==> config.mk <==
export PLATFORM = sky130hd
export DESIGN_NAME = sap_control_sequencer
export DESIGN_NICKNAME = d
export VERILOG_FILES = /design/src/rtl/sap_ctrl_pkg.sv /design/src/rtl/ring_counter_6.sv /design/src/rtl/sap_control_sequencer.sv
export SDC_FILE = /design/constraint.sdc
export NUM_CORES = 1
export LEC_CHECK = 0
export BUFFER_PORTS_ARGS = -buffer_cell sky130_fd_sc_hd__buf_2
export CORE_AREA = 3 3 40 42
export DETAILED_ROUTE_END_ITERATION = 7
export DIE_AREA = 0 0 43 45
export PLACE_DENSITY = 0.75
export RECOVER_POWER = 25
export REMOVE_ABC_BUFFERS = 1
export SYNTH_ARGS = -nofsm -noshare
export SYNTH_HDL_FRONTEND = slang
export SYNTH_SLANG_ARGS = --single-unit
==> constraint.sdc <==
create_clock -name clock -period 2.1 [get_ports clock]
set_input_delay 0.21 -clock clock [delete_from_list [all_inputs] [get_ports clock]]
set_output_delay 0.21 -clock clock [all_outputs]
set_load 0.01 [all_outputs]
==> src/rtl/sap_ctrl_pkg.sv <==
// rtl/sap_ctrl_pkg.sv - opcodes, T-state encodings and control-word layout for the SAP sequencer
package sap_ctrl_pkg;

    localparam int T_STATES = 6;

    localparam logic [3:0] OP_LDA = 4'b0000;
    localparam logic [3:0] OP_ADD = 4'b0001;
    localparam logic [3:0] OP_SUB = 4'b0010;
    localparam logic [3:0] OP_OUT = 4'b1110;
    localparam logic [3:0] OP_HLT = 4'b1111;

    localparam logic [5:0] T_NONE = 6'b000000;
    localparam logic [5:0] T_T1   = 6'b000001;
    localparam logic [5:0] T_T2   = 6'b000010;
    localparam logic [5:0] T_T3   = 6'b000100;
    localparam logic [5:0] T_T4   = 6'b001000;
    localparam logic [5:0] T_T5   = 6'b010000;
    localparam logic [5:0] T_T6   = 6'b100000;

    // Bit positions in the packed control bus handed to the CPU top.
    localparam int CW_PC_INC   = 0;
    localparam int CW_PC_OUT   = 1;
    localparam int CW_MAR_LOAD = 2;
    localparam int CW_RAM_OUT  = 3;
    localparam int CW_IR_LOAD  = 4;
    localparam int CW_IR_OUT   = 5;
    localparam int CW_A_LOAD   = 6;
    localparam int CW_A_OUT    = 7;
    localparam int CW_B_LOAD   = 8;
    localparam int CW_ALU_SUB  = 9;
    localparam int CW_ALU_OUT  = 10;
    localparam int CW_OUT_LOAD = 11;
    localparam int CW_HALT     = 12;
    localparam int CW_WIDTH    = 13;

    typedef logic [CW_WIDTH-1:0] ctrl_word_t;

    function automatic ctrl_word_t cw_bit(input int idx);
        return ctrl_word_t'(1) << idx;
    endfunction

    // Enables that change register contents; these are masked while the clock is paused.
    localparam ctrl_word_t CW_LOAD_MASK = cw_bit(CW_PC_INC) | cw_bit(CW_MAR_LOAD)
                                        | cw_bit(CW_IR_LOAD) | cw_bit(CW_A_LOAD)
                                        | cw_bit(CW_B_LOAD) | cw_bit(CW_OUT_LOAD);

endpackage

==> src/rtl/ring_counter_6.sv <==
// rtl/ring_counter_6.sv - six-phase one-hot ring counter with enable and synchronous clear
module ring_counter_6
    import sap_ctrl_pkg::*;
(
    input  logic       clock,
    input  logic       reset_n,
    input  logic       enable_i,
    input  logic       halt_clear_i,
    output logic [5:0] t_state_o
);

    logic [5:0] state_q;
    logic [5:0] state_d;

    always_comb begin
        state_d = state_q;
        if (halt_clear_i) begin
            state_d = T_NONE;
        end else if (enable_i) begin
            state_d = {state_q[4:0], state_q[5]};
        end
    end

    always_ff @(posedge clock or negedge reset_n) begin
        if (!reset_n) begin
            state_q <= T_T1;
        end else begin
            state_q <= state_d;
        end
    end

    assign t_state_o = state_q;

endmodule

==> src/rtl/sap_control_sequencer.sv <==
// rtl/sap_control_sequencer.sv - T-state ring plus opcode decode into the SAP control word
module sap_control_sequencer
    import sap_ctrl_pkg::*;
#(
    parameter int T_STATES = 6
) (
    input  logic                clock,
    input  logic                input_reset_n,
    input  logic                input_run,
    input  logic [3:0]          input_opcode,
    output logic [T_STATES-1:0] output_t_state,
    output logic                output_pc_inc,
    output logic                output_pc_out,
    output logic                output_mar_load,
    output logic                output_ram_out,
    output logic                output_ir_load,
    output logic                output_ir_out,
    output logic                output_a_load,
    output logic                output_a_out,
    output logic                output_b_load,
    output logic                output_alu_sub,
    output logic                output_alu_out,
    output logic                output_out_load,
    output logic                output_halt
);

    logic [T_STATES-1:0] t_state;
    logic                halt_q;
    logic                halt_d;
    logic                halt_enter;
    ctrl_word_t          cw_decode;
    ctrl_word_t          cw_final;

    assign halt_enter = input_run && (t_state == T_T4) && (input_opcode == OP_HLT);
    assign halt_d     = halt_q | halt_enter;

    ring_counter_6 u_ring (
        .clock        (clock),
        .reset_n      (input_reset_n),
        .enable_i     (input_run && !halt_q),
        .halt_clear_i (halt_enter || halt_q),
        .t_state_o    (t_state)
    );

    always_ff @(posedge clock or negedge input_reset_n) begin
        if (!input_reset_n) begin
            halt_q <= 1'b0;
        end else begin
            halt_q <= halt_d;
        end
    end

    always_comb begin
        cw_decode = '0;
        casez ({t_state, input_opcode})
            {T_T1, 4'b????}: cw_decode = cw_bit(CW_PC_OUT) | cw_bit(CW_MAR_LOAD);
            {T_T2, 4'b????}: cw_decode = cw_bit(CW_PC_INC);
            {T_T3, 4'b????}: cw_decode = cw_bit(CW_RAM_OUT) | cw_bit(CW_IR_LOAD);
            {T_T4, OP_LDA},
            {T_T4, OP_ADD},
            {T_T4, OP_SUB}:  cw_decode = cw_bit(CW_IR_OUT) | cw_bit(CW_MAR_LOAD);
            {T_T5, OP_LDA}:  cw_decode = cw_bit(CW_RAM_OUT) | cw_bit(CW_A_LOAD);
            {T_T5, OP_ADD}:  cw_decode = cw_bit(CW_RAM_OUT) | cw_bit(CW_B_LOAD);
            {T_T5, OP_SUB}:  cw_decode = cw_bit(CW_RAM_OUT) | cw_bit(CW_B_LOAD)
                                       | cw_bit(CW_ALU_SUB);
            {T_T6, OP_ADD}:  cw_decode = cw_bit(CW_ALU_OUT) | cw_bit(CW_A_LOAD);
            {T_T6, OP_SUB}:  cw_decode = cw_bit(CW_ALU_OUT) | cw_bit(CW_A_LOAD)
                                       | cw_bit(CW_ALU_SUB);
            {T_T4, OP_OUT}:  cw_decode = cw_bit(CW_A_OUT) | cw_bit(CW_OUT_LOAD);
            {T_T4, OP_HLT}:  cw_decode = cw_bit(CW_HALT);
            default:         cw_decode = '0;
        endcase
    end

    // Paused clock keeps bus enables visible but blocks every state-changing load.
    always_comb begin
        cw_final = cw_decode;
        if (!input_run) begin
            cw_final = cw_decode & ~CW_LOAD_MASK;
        end
        if (halt_q) begin
            cw_final = cw_bit(CW_HALT);
        end
    end

    assign output_t_state  = t_state;
    assign output_pc_inc   = cw_final[CW_PC_INC];
    assign output_pc_out   = cw_final[CW_PC_OUT];
    assign output_mar_load = cw_final[CW_MAR_LOAD];
    assign output_ram_out  = cw_final[CW_RAM_OUT];
    assign output_ir_load  = cw_final[CW_IR_LOAD];
    assign output_ir_out   = cw_final[CW_IR_OUT];
    assign output_a_load   = cw_final[CW_A_LOAD];
    assign output_a_out    = cw_final[CW_A_OUT];
    assign output_b_load   = cw_final[CW_B_LOAD];
    assign output_alu_sub  = cw_final[CW_ALU_SUB];
    assign output_alu_out  = cw_final[CW_ALU_OUT];
    assign output_out_load = cw_final[CW_OUT_LOAD];
    assign output_halt     = cw_final[CW_HALT];

endmodule

==> results of run 1 <==
[stage by stage]
step           utilization (%)  hold WS (ps)
2_1_floorplan                -        -85.59
3_5_place_dp             54.43         47.25
5_1_grt                  57.16         310.2
3_3_place_gp             54.43         45.30
6_report                 57.16         316.0
4_1_cts                  57.25         304.7
[flip-flops by register name, indices dropped and copies added (netlist names)]
name,cells
halt_q,1
u_ring.t_state_o,6
[worst max-delay path, delay by kind of cell (launching register included)]
kind | cells | cell delay, ps
buffers and inverters | 1 | 120
AND/OR/NAND/NOR | 3 | 790
flip-flops | 1 | 500
[kinds of logic after synthesis]
logic type	share of synthesized area, %
AOI/OAI and AO/OA	6.854
muxes	8.566
buffers and inverters	6.851
xor gates and xnor gates	2.998
DFF	30.19
and+or+nand+nor	44.54
[area by class of cell]
type | instances | area, sq um | share of cell area [%]
Inverter | 1 | 3.754 | 0.5111
Multi-Input combinational cell | 49 | 367.9 | 50.09
Sequential cell | 7 | 176.4 | 24.02
Tap cell | 15 | 18.77 | 2.555
Clock buffer | 4 | 26.28 | 3.578
Timing Repair Buffer | 27 | 141.4 | 19.25
[worst max path at each step]
stage                        start            end  slack, ps  depth (start not counted)
2_1_floorplan  u_ring.t_state_o[1]  output_b_load        590                          3
3_3_place_gp   u_ring.t_state_o[4]    output_halt        510                          4
3_5_place_dp   u_ring.t_state_o[4]    output_halt        500                          4
4_1_cts        u_ring.t_state_o[4]    output_halt        220                          4
5_1_grt        u_ring.t_state_o[4]    output_halt        130                          4
6_report       u_ring.t_state_o[4]    output_halt        240                          4
[power groups by stage]
stage / clock, mW / combinational (mW) / sequential, mW
2_1_floorplan: 0 / 0.166 / 0.246
3_3_place_gp: 0 / 0.279 / 0.231
3_5_place_dp: 0 / 0.281 / 0.234
4_1_cts: 0.124 / 0.284 / 0.232
5_1_grt: 0.135 / 0.312 / 0.241
6_report: 0.117 / 0.281 / 0.232
[placed cells by master (no fill, tap or decap), types with 2 or more instances in the layout]
master | Yosys | final
sky130_fd_sc_hd__clkbuf_4 | 0 | 3
sky130_fd_sc_hd__nand3_2 | 2 | 2
sky130_fd_sc_hd__nand3_1 | 2 | 2
sky130_fd_sc_hd__nor4_1 | 2 | 2
sky130_fd_sc_hd__nor4_4 | 2 | 2
sky130_fd_sc_hd__clkbuf_1 | 1 | 2
sky130_fd_sc_hd__nor2_1 | 11 | 11
sky130_fd_sc_hd__mux2i_1 | 5 | 5
sky130_fd_sc_hd__dfrtp_1 | 6 | 6
sky130_fd_sc_hd__xor2_1 | 2 | 2
sky130_fd_sc_hd__nand3b_1 | 3 | 3
sky130_fd_sc_hd__nor3_2 | 2 | 2
sky130_fd_sc_hd__nand2_1 | 2 | 2
sky130_fd_sc_hd__buf_2 | 2 | 24
sky130_fd_sc_hd__a21oi_1 | 2 | 2
[per-layer routing]
| layer | share of wire [%] | global-route usage (%) | vias to the layer above |
|---|---|---|---|
| met5 | 0 | 0 | - |
| met4 | 0 | 6.024 | 0 |
| met3 | 8.9 | 3.586 | 0 |
| met2 | 47 | 24.25 | 27 |
| met1 | 44 | 20.99 | 253 |
| li1 | - | - | 283 |
[timing repair]
| item | CTS | global route |
|---|---|---|
| endpoints found under the hold margin | 7 | 0 |
| hold buffers | 1 | 0 |
| setup buffers | 0 | 0 |
==> summary.json, run 1 <==
{
  "sta": {
    "max_slew_margin_pct": 72.86,
    "clock.fmax_mhz": 538.1,
    "max_slew.worst_pin.slew_ps": 407.1,
    "fin_setup_tns_ps": 0,
    "skew_ps": 9.187,
    "layout_setup_ws_ps": 241.8,
    "timing.final.crit_share_pct": 88.49,
    "fin_crit_ps": 1858,
    "hold_viol": 0,
    "grt_setup_unrepaired": "no",
    "drv_slew": 0,
    "final_number_of_setup_violating_endpoints": 0
  },
  "min_path": {
    "hp-class": "primary input to flip-flop",
    "holdPathEnd": "halt_q",
    "min_from": "input_opcode[0]",
    "hold_path_depth": 3
  },
  "floorplan": {
    "floorplan.die.width_um": 43,
    "die_h_um": 45,
    "die-area_sq_um": 1935,
    "std_cell_rows": 13,
    "floorplan.initialDensity_pct": 45.47,
    "design.core.area_sq_um": 1285,
    "io-pin-count": 26
  },
  "critical_path": {
    "cp_slowest_stage_delay_ps": 500,
    "type_of_element_capturing_the_critical_path": "output port",
    "crit_slowest_cell": "sky130_fd_sc_hd__dfrtp_1",
    "worst-setup-path-type": "flip-flop to output port",
    "cp_data_arrival_time_ps": 1650,
    "rr_startpoint": "u_ring.t_state_o[4]",
    "regToRegEndpoint": "u_ring.t_state_o[4]",
    "critical_path.max_fanout": 9,
    "worst_setup_path_start_kind": "flip-flop",
    "cp.required_ps": 1890,
    "path_cells": "nor4_4 -> and4_1 -> or2_1 -> buf_2",
    "setup.reg_to_reg.worst_slack_ps": 700,
    "worst_r2r_path_depth": 3
  },
  "global_routing": {
    "first_global_vias": 522,
    "grt_overflow_total": 0,
    "first_pass_grt_wire_length_mm": 2.297,
    "antenna_found_initial": 0,
    "grt_max_degree": 16,
    "groute.usage.overall_pct": 15.53
  },
  "cts": {
    "htreeDepth": 1,
    "postCtsResizedCells": 0,
    "tritoncts": "built",
    "clkSinkCount": 7,
    "cts_root_buf": "sky130_fd_sc_hd__clkbuf_4",
    "cts_max_path_buffers": 2,
    "tritoncts.num_buffers": 3,
    "clk_latency_ps": 250,
    "cts.clk_slew.worst_paths_ps": 40
  },
  "power": {
    "netSwitchingFraction_pct": 41.14,
    "leakagePower_nw": 0.3856,
    "share_seq_of_total_power_pct": 36.8,
    "power.share.combinational_pct": 44.6,
    "p_int_mw": 0.3709,
    "power_frac_clock_pct": 18.6,
    "net-switching-power_mw": 0.2592,
    "irDropWorstVdd_uv": 444.7,
    "power_mw": 0.6301,
    "power_per_cell_area_nw_per_um2": 857.9
  },
  "yosys": {
    "ys_warn_count": 0,
    "synth-main-ff-cell": "sky130_fd_sc_hd__dfrtp_1",
    "synth_area_per_cell_sq_um": 9.424,
    "synth_area_sq_um": 584.3,
    "sequential_fraction_of_the_synthesis_area_pct": 30.19,
    "postSynthCellCount": 62,
    "ys_top_cells_by_count": "sky130_fd_sc_hd__nor2_1 (11), sky130_fd_sc_hd__dfrtp_1 (6), sky130_fd_sc_hd__mux2i_1 (5)",
    "synth_seq_cells": 7,
    "synth_area_leader": "sky130_fd_sc_hd__dfrtp_1",
    "post-synth-top-count-cell": "sky130_fd_sc_hd__nor2_1",
    "postSynth.asyncResetShare_pct": 100.0,
    "synth_top_cell_area_share_pct": 25.70,
    "synth.top_cells.by_area": "sky130_fd_sc_hd__dfrtp_1 (26%), sky130_fd_sc_hd__mux2i_1 (8.6%), sky130_fd_sc_hd__nor4_4 (7.3%), sky130_fd_sc_hd__nor2_1 (7.1%), sky130_fd_sc_hd__dfstp_2 (4.5%)",
    "post_synth_num_cell_types": 31,
    "synth_enable_flop_cells": 0
  },
  "detailed_routing": {
    "firstDrtPassIters": 4,
    "routed_wire_length_per_instance_um": 13.21,
    "vias": 563,
    "number_of_design_rule_violations_left_by_the_first_detailed_router_iteration": 4,
    "ant_nets": 0,
    "avgViaCountPerCell": 5.466,
    "totalWireLength_mm": 1.361,
    "drcViolationCount": 0
  },
  "final_layout": {
    "area_delta_synth_final_pct": 25.70,
    "post_route_cells_drive_above_1_share_pct": 40.91,
    "finish.cell_count_without_fillers": 103,
    "antenna_cells_inserted": 0,
    "num-fill-cells": 127,
    "layout.nets": 96,
    "finalInstanceArea_sq_um": 734.5
  },
  "place": {
    "place_inst": 98,
    "dp_hpwl_mm": 1.025,
    "place_ws_ps": 501.2,
    "routability_cong": 0.8345,
    "placed_cell_area_sq_um": 699.4,
    "number_of_buffers_inserted_by_port_buffering": 25
  },
  "run_status": {
    "run_status": "finished, final reports clean"
  },
  "flow_run": {
    "cap_viol_max_count": 0
  }
}
(Power assumes the default switching activity.)
==> run 2, diff against run 1 <==
--- a/config.mk
+++ b/config.mk
@@ -7,7 +7,7 @@
 export LEC_CHECK = 0
-export BUFFER_PORTS_ARGS = -buffer_cell sky130_fd_sc_hd__buf_2
 export CORE_AREA = 3 3 40 42
+export CTS_CLUSTER_SIZE = 40
 export DETAILED_ROUTE_END_ITERATION = 7
 export DIE_AREA = 0 0 43 45
-export PLACE_DENSITY = 0.75
+export DONT_BUFFER_PORTS = 1
 export RECOVER_POWER = 25
==> constraint.sdc (replaced) <==
create_clock -name clock -period 2.1 [get_ports clock]
set_input_delay 0.42 -clock clock [delete_from_list [all_inputs] [get_ports clock]]
set_output_delay 0.42 -clock clock [all_outputs]
set_load 0.01 [all_outputs]
==> summary.json, run 2 (synthesized netlist as in run 1, its figures left out) <==
{
  "final_layout": {
    "num-fill-cells": {"value": 129, "change": "+1.6%"},
    "most_frequent_cells_in_the_layout": "sky130_fd_sc_hd__nor2_1 (11), sky130_fd_sc_hd__mux2i_1 (5), sky130_fd_sc_hd__dfrtp_1 (5)",
    "antenna_cells_inserted": {"value": 0, "change": "unchanged"},
    "finalInstanceArea": {"value": 660.6, "unit": "sq um", "change": "-10%"},
    "post_route_cells_drive_above_1_share": {"value": 29.23, "unit": "%", "change": "-12 points"},
    "area_delta_synth_final_pct": 13.06,
    "finalCoreUtilization": {"value": 51.41, "unit": "%", "change": "-5.7 points"},
    "layout.nets": {"value": 73, "change": "-24%"},
    "most_common_cell_after_layout_fill_and_taps_aside": "sky130_fd_sc_hd__nor2_1",
    "finish.cell_count_without_fillers": {"value": 80, "change": "-22%"},
    "largest_register_ff_count": {"value": 6, "change": "unchanged"}
  },
  "power": {
    "power.share.combinational": {"value": 42.2, "unit": "%", "change": "-2.4 points"},
    "share_seq_of_total_power": {"value": 38.6, "unit": "%", "change": "+1.8 points"},
    "p_int": {"value": 0.3603, "unit": "mW", "change": "-2.9%"},
    "netSwitchingFraction": {"value": 41.66, "unit": "%", "change": "+0.52 points"},
    "power_frac_clock": {"value": 19.2, "unit": "%", "change": "+0.6 points"},
    "power_per_cell_area": {"value": 934.8, "unit": "nW/um^2", "change": "+9.0%"},
    "leakagePower": {"value": 0.2768, "unit": "nW", "change": "-28%"},
    "irDropWorstVdd": {"value": 358.0, "unit": "uV", "change": "-20%"},
    "net-switching-power": {"value": 0.2573, "unit": "mW", "change": "-0.74%"}
  },
  "detailed_routing": {
    "ant_nets": {"value": 0, "change": "unchanged"},
    "firstDrtPassIters": {"value": 3, "change": "-1"},
    "drcViolationCount": {"value": 0, "change": "unchanged"},
    "totalWireLength": {"value": 1.311, "unit": "mm", "change": "-3.7%"},
    "number_of_design_rule_violations_left_by_the_first_detailed_router_iteration": {"value": 6, "change": "+2"},
    "routed_wire_length_per_instance": {"value": 16.39, "unit": "um", "change": "+24%"},
    "vias": {"value": 481, "change": "-15%"},
    "avgViaCountPerCell": {"value": 6.013, "change": "+10%"}
  },
  "critical_path": {
    "rr_startpoint": "u_ring.t_state_o[2]",
    "type_of_element_capturing_the_critical_path": "output port",
    "worst-setup-path-type": "flip-flop to output port",
    "critical_path.max_fanout": {"value": 7, "change": "-2"},
    "regToRegEndpoint": "u_ring.t_state_o[4]",
    "worst_setup_path_start_kind": "flip-flop",
    "cp.required": {"value": 1680, "unit": "ps", "change": "-210 ps"},
    "worst_r2r_path_depth": {"value": 4, "change": "+1"},
    "cp_data_arrival_time": {"value": 1600, "unit": "ps", "change": "-50 ps"},
    "setup.reg_to_reg.worst_slack": {"value": 690, "unit": "ps", "change": "about the same"}
  },
  "floorplan": {
    "die_h": {"value": 45, "unit": "um", "change": "unchanged"},
    "floorplan.initialDensity": {"value": 45.47, "unit": "%", "change": "unchanged"},
    "std_cell_rows": {"value": 13, "change": "unchanged"},
    "io-pin-count": {"value": 26, "change": "unchanged"},
    "die-area": {"value": 1935, "unit": "sq um", "change": "unchanged"},
    "design.core.area": {"value": 1285, "unit": "sq um", "change": "unchanged"},
    "floorplan.die.width": {"value": 43, "unit": "um", "change": "unchanged"}
  },
  "place": {
    "number_of_buffers_inserted_by_port_buffering": {"value": 0, "change": "-100%"},
    "routability_cong": {"value": 0.8017, "change": "-3.9%"},
    "place_inst": {"value": 75, "change": "-23%"},
    "dp_hpwl": {"value": 961.5, "unit": "um", "change": "-6.2%"},
    "placed_cell_area": {"value": 589.3, "unit": "sq um", "change": "-16%"}
  },
  "min_path": {
    "hp-class": "primary input to flip-flop",
    "hold_path_depth": {"value": 1, "change": "-2"},
    "min_from": "input_run",
    "holdPathEnd": "u_ring.t_state_o[4]"
  },
  "cts": {
    "cts_root_buf": "sky130_fd_sc_hd__clkbuf_4",
    "cts.clk_slew.worst_paths": {"value": 50, "unit": "ps", "change": "about the same"},
    "tritoncts.num_buffers": {"value": 3, "change": "unchanged"},
    "tritoncts": "built",
    "clkSinkCount": {"value": 7, "change": "unchanged"},
    "cts_max_path_buffers": {"value": 2, "change": "unchanged"},
    "htreeDepth": {"value": 1, "change": "unchanged"},
    "clk_latency": {"value": 240, "unit": "ps", "change": "about the same"}
  },
  "sta": {
    "drv_slew": {"value": 0, "change": "unchanged"},
    "max_slew_margin": {"value": 75.71, "unit": "%", "change": "+2.9 points"},
    "fin_setup_tns": {"value": 0, "unit": "ps", "change": "unchanged"},
    "max_slew.worst_pin.slew": {"value": 361.6, "unit": "ps", "change": "-45.53 ps"},
    "hold_viol": {"value": 0, "change": "unchanged"},
    "worst_hold_slack_across_all_endpoints": {"value": 283.4, "unit": "ps", "change": "-32.60 ps"},
    "final_number_of_setup_violating_endpoints": {"value": 0, "change": "unchanged"},
    "timing.final.crit_share": {"value": 96.31, "unit": "%", "change": "+7.8 points"},
    "fin_crit": {"value": 2023, "unit": "ps", "change": "+164.3 ps"},
    "skew": {"value": 1.988, "unit": "ps", "change": "-7.199 ps"},
    "clock.fmax": {"value": 494.4, "unit": "MHz", "change": "-8.1%"}
  },
  "global_routing": {
    "antenna_found_initial": {"value": 0, "change": "unchanged"},
    "grt_max_degree": {"value": 16, "change": "unchanged"},
    "groute.usage.overall": {"value": 14.66, "unit": "%", "change": "-0.88 points"},
    "first_pass_grt_wire_length": {"value": 2.076, "unit": "mm", "change": "-9.6%"},
    "first_global_vias": {"value": 448, "change": "-14%"},
    "grt_overflow_total": {"value": 0, "change": "unchanged"}
  },
  "run_status": {
    "run_status": "finished, final reports clean"
  },
  "flow_run": {
    "cap_viol_max_count": {"value": 0, "change": "unchanged"}
  }
}
==> run 2: worst max path at each step <==
stage,from,to,slack [ps],cells past startpoint
2_1_floorplan,u_ring.t_state_o[1],output_b_load,380,3
3_3_place_gp,u_ring.t_state_o[1],output_b_load,260,3
3_5_place_dp,u_ring.t_state_o[1],output_b_load,250,3
4_1_cts,u_ring.t_state_o[1],output_alu_out,20,3
5_1_grt,u_ring.t_state_o[1],output_alu_out,-2,3
6_report,u_ring.t_state_o[1],output_a_load,80,3
==> run 2: per-layer routing <==
metal / vias to the layer above / global-route usage, % / routed length, um
li1: 234 / - / -
met1: 224 / 20.10 / 580
met2: 21 / 20.66 / 604
met3: 2 / 2.390 / 113
met4: 0 / 10.84 / 12
met5: - / 0 / 0
==> run 2: timing repair <==
item,in CTS,in global routing
setup buffers,0,0
endpoints found under the setup margin,1,6
hold buffers,1,0
pin swaps,0,3
resized for setup,1,6
endpoints found under the hold margin,7,0
==> run 2: layout make-up <==
cell class / instances / area (sq um) / area share (%)
Tap cell: 15 / 18.77 / 2.841
Sequential cell: 7 / 177.7 / 26.89
Clock buffer: 4 / 26.28 / 3.977
Timing Repair Buffer: 4 / 32.53 / 4.924
Multi-Input combinational cell: 49 / 401.6 / 60.80
Inverter: 1 / 3.754 / 0.5682
==> run 2: power by group through the flow <==
stage | clock network [mW] | registers (mW) | logic, mW
final | 0.119 | 0.238 | 0.261
after CTS | 0.127 | 0.233 | 0.247
after global placement | 0 | 0.234 | 0.239
after floorplan | 0 | 0.246 | 0.166
after detailed placement | 0 | 0.235 | 0.239
after global routing | 0.135 | 0.245 | 0.286
==> run 2: worst max-delay path, stage by stage, from the launching register on <==
cell and delay, ps:
sky130_fd_sc_hd__dfrtp_1 500, sky130_fd_sc_hd__nor4_4 390, sky130_fd_sc_hd__nand2_1 120, sky130_fd_sc_hd__nor3_1 350
==> run 2: per-stage QoR <==
stage               worst slack [ps]  total power, mW
CTS                            22.59           0.6076
global route                  -1.873           0.6664
global placement               255.6           0.4731
finish                         77.47           0.6176
floorplan                      384.3           0.4112
detailed placement             254.1           0.4741
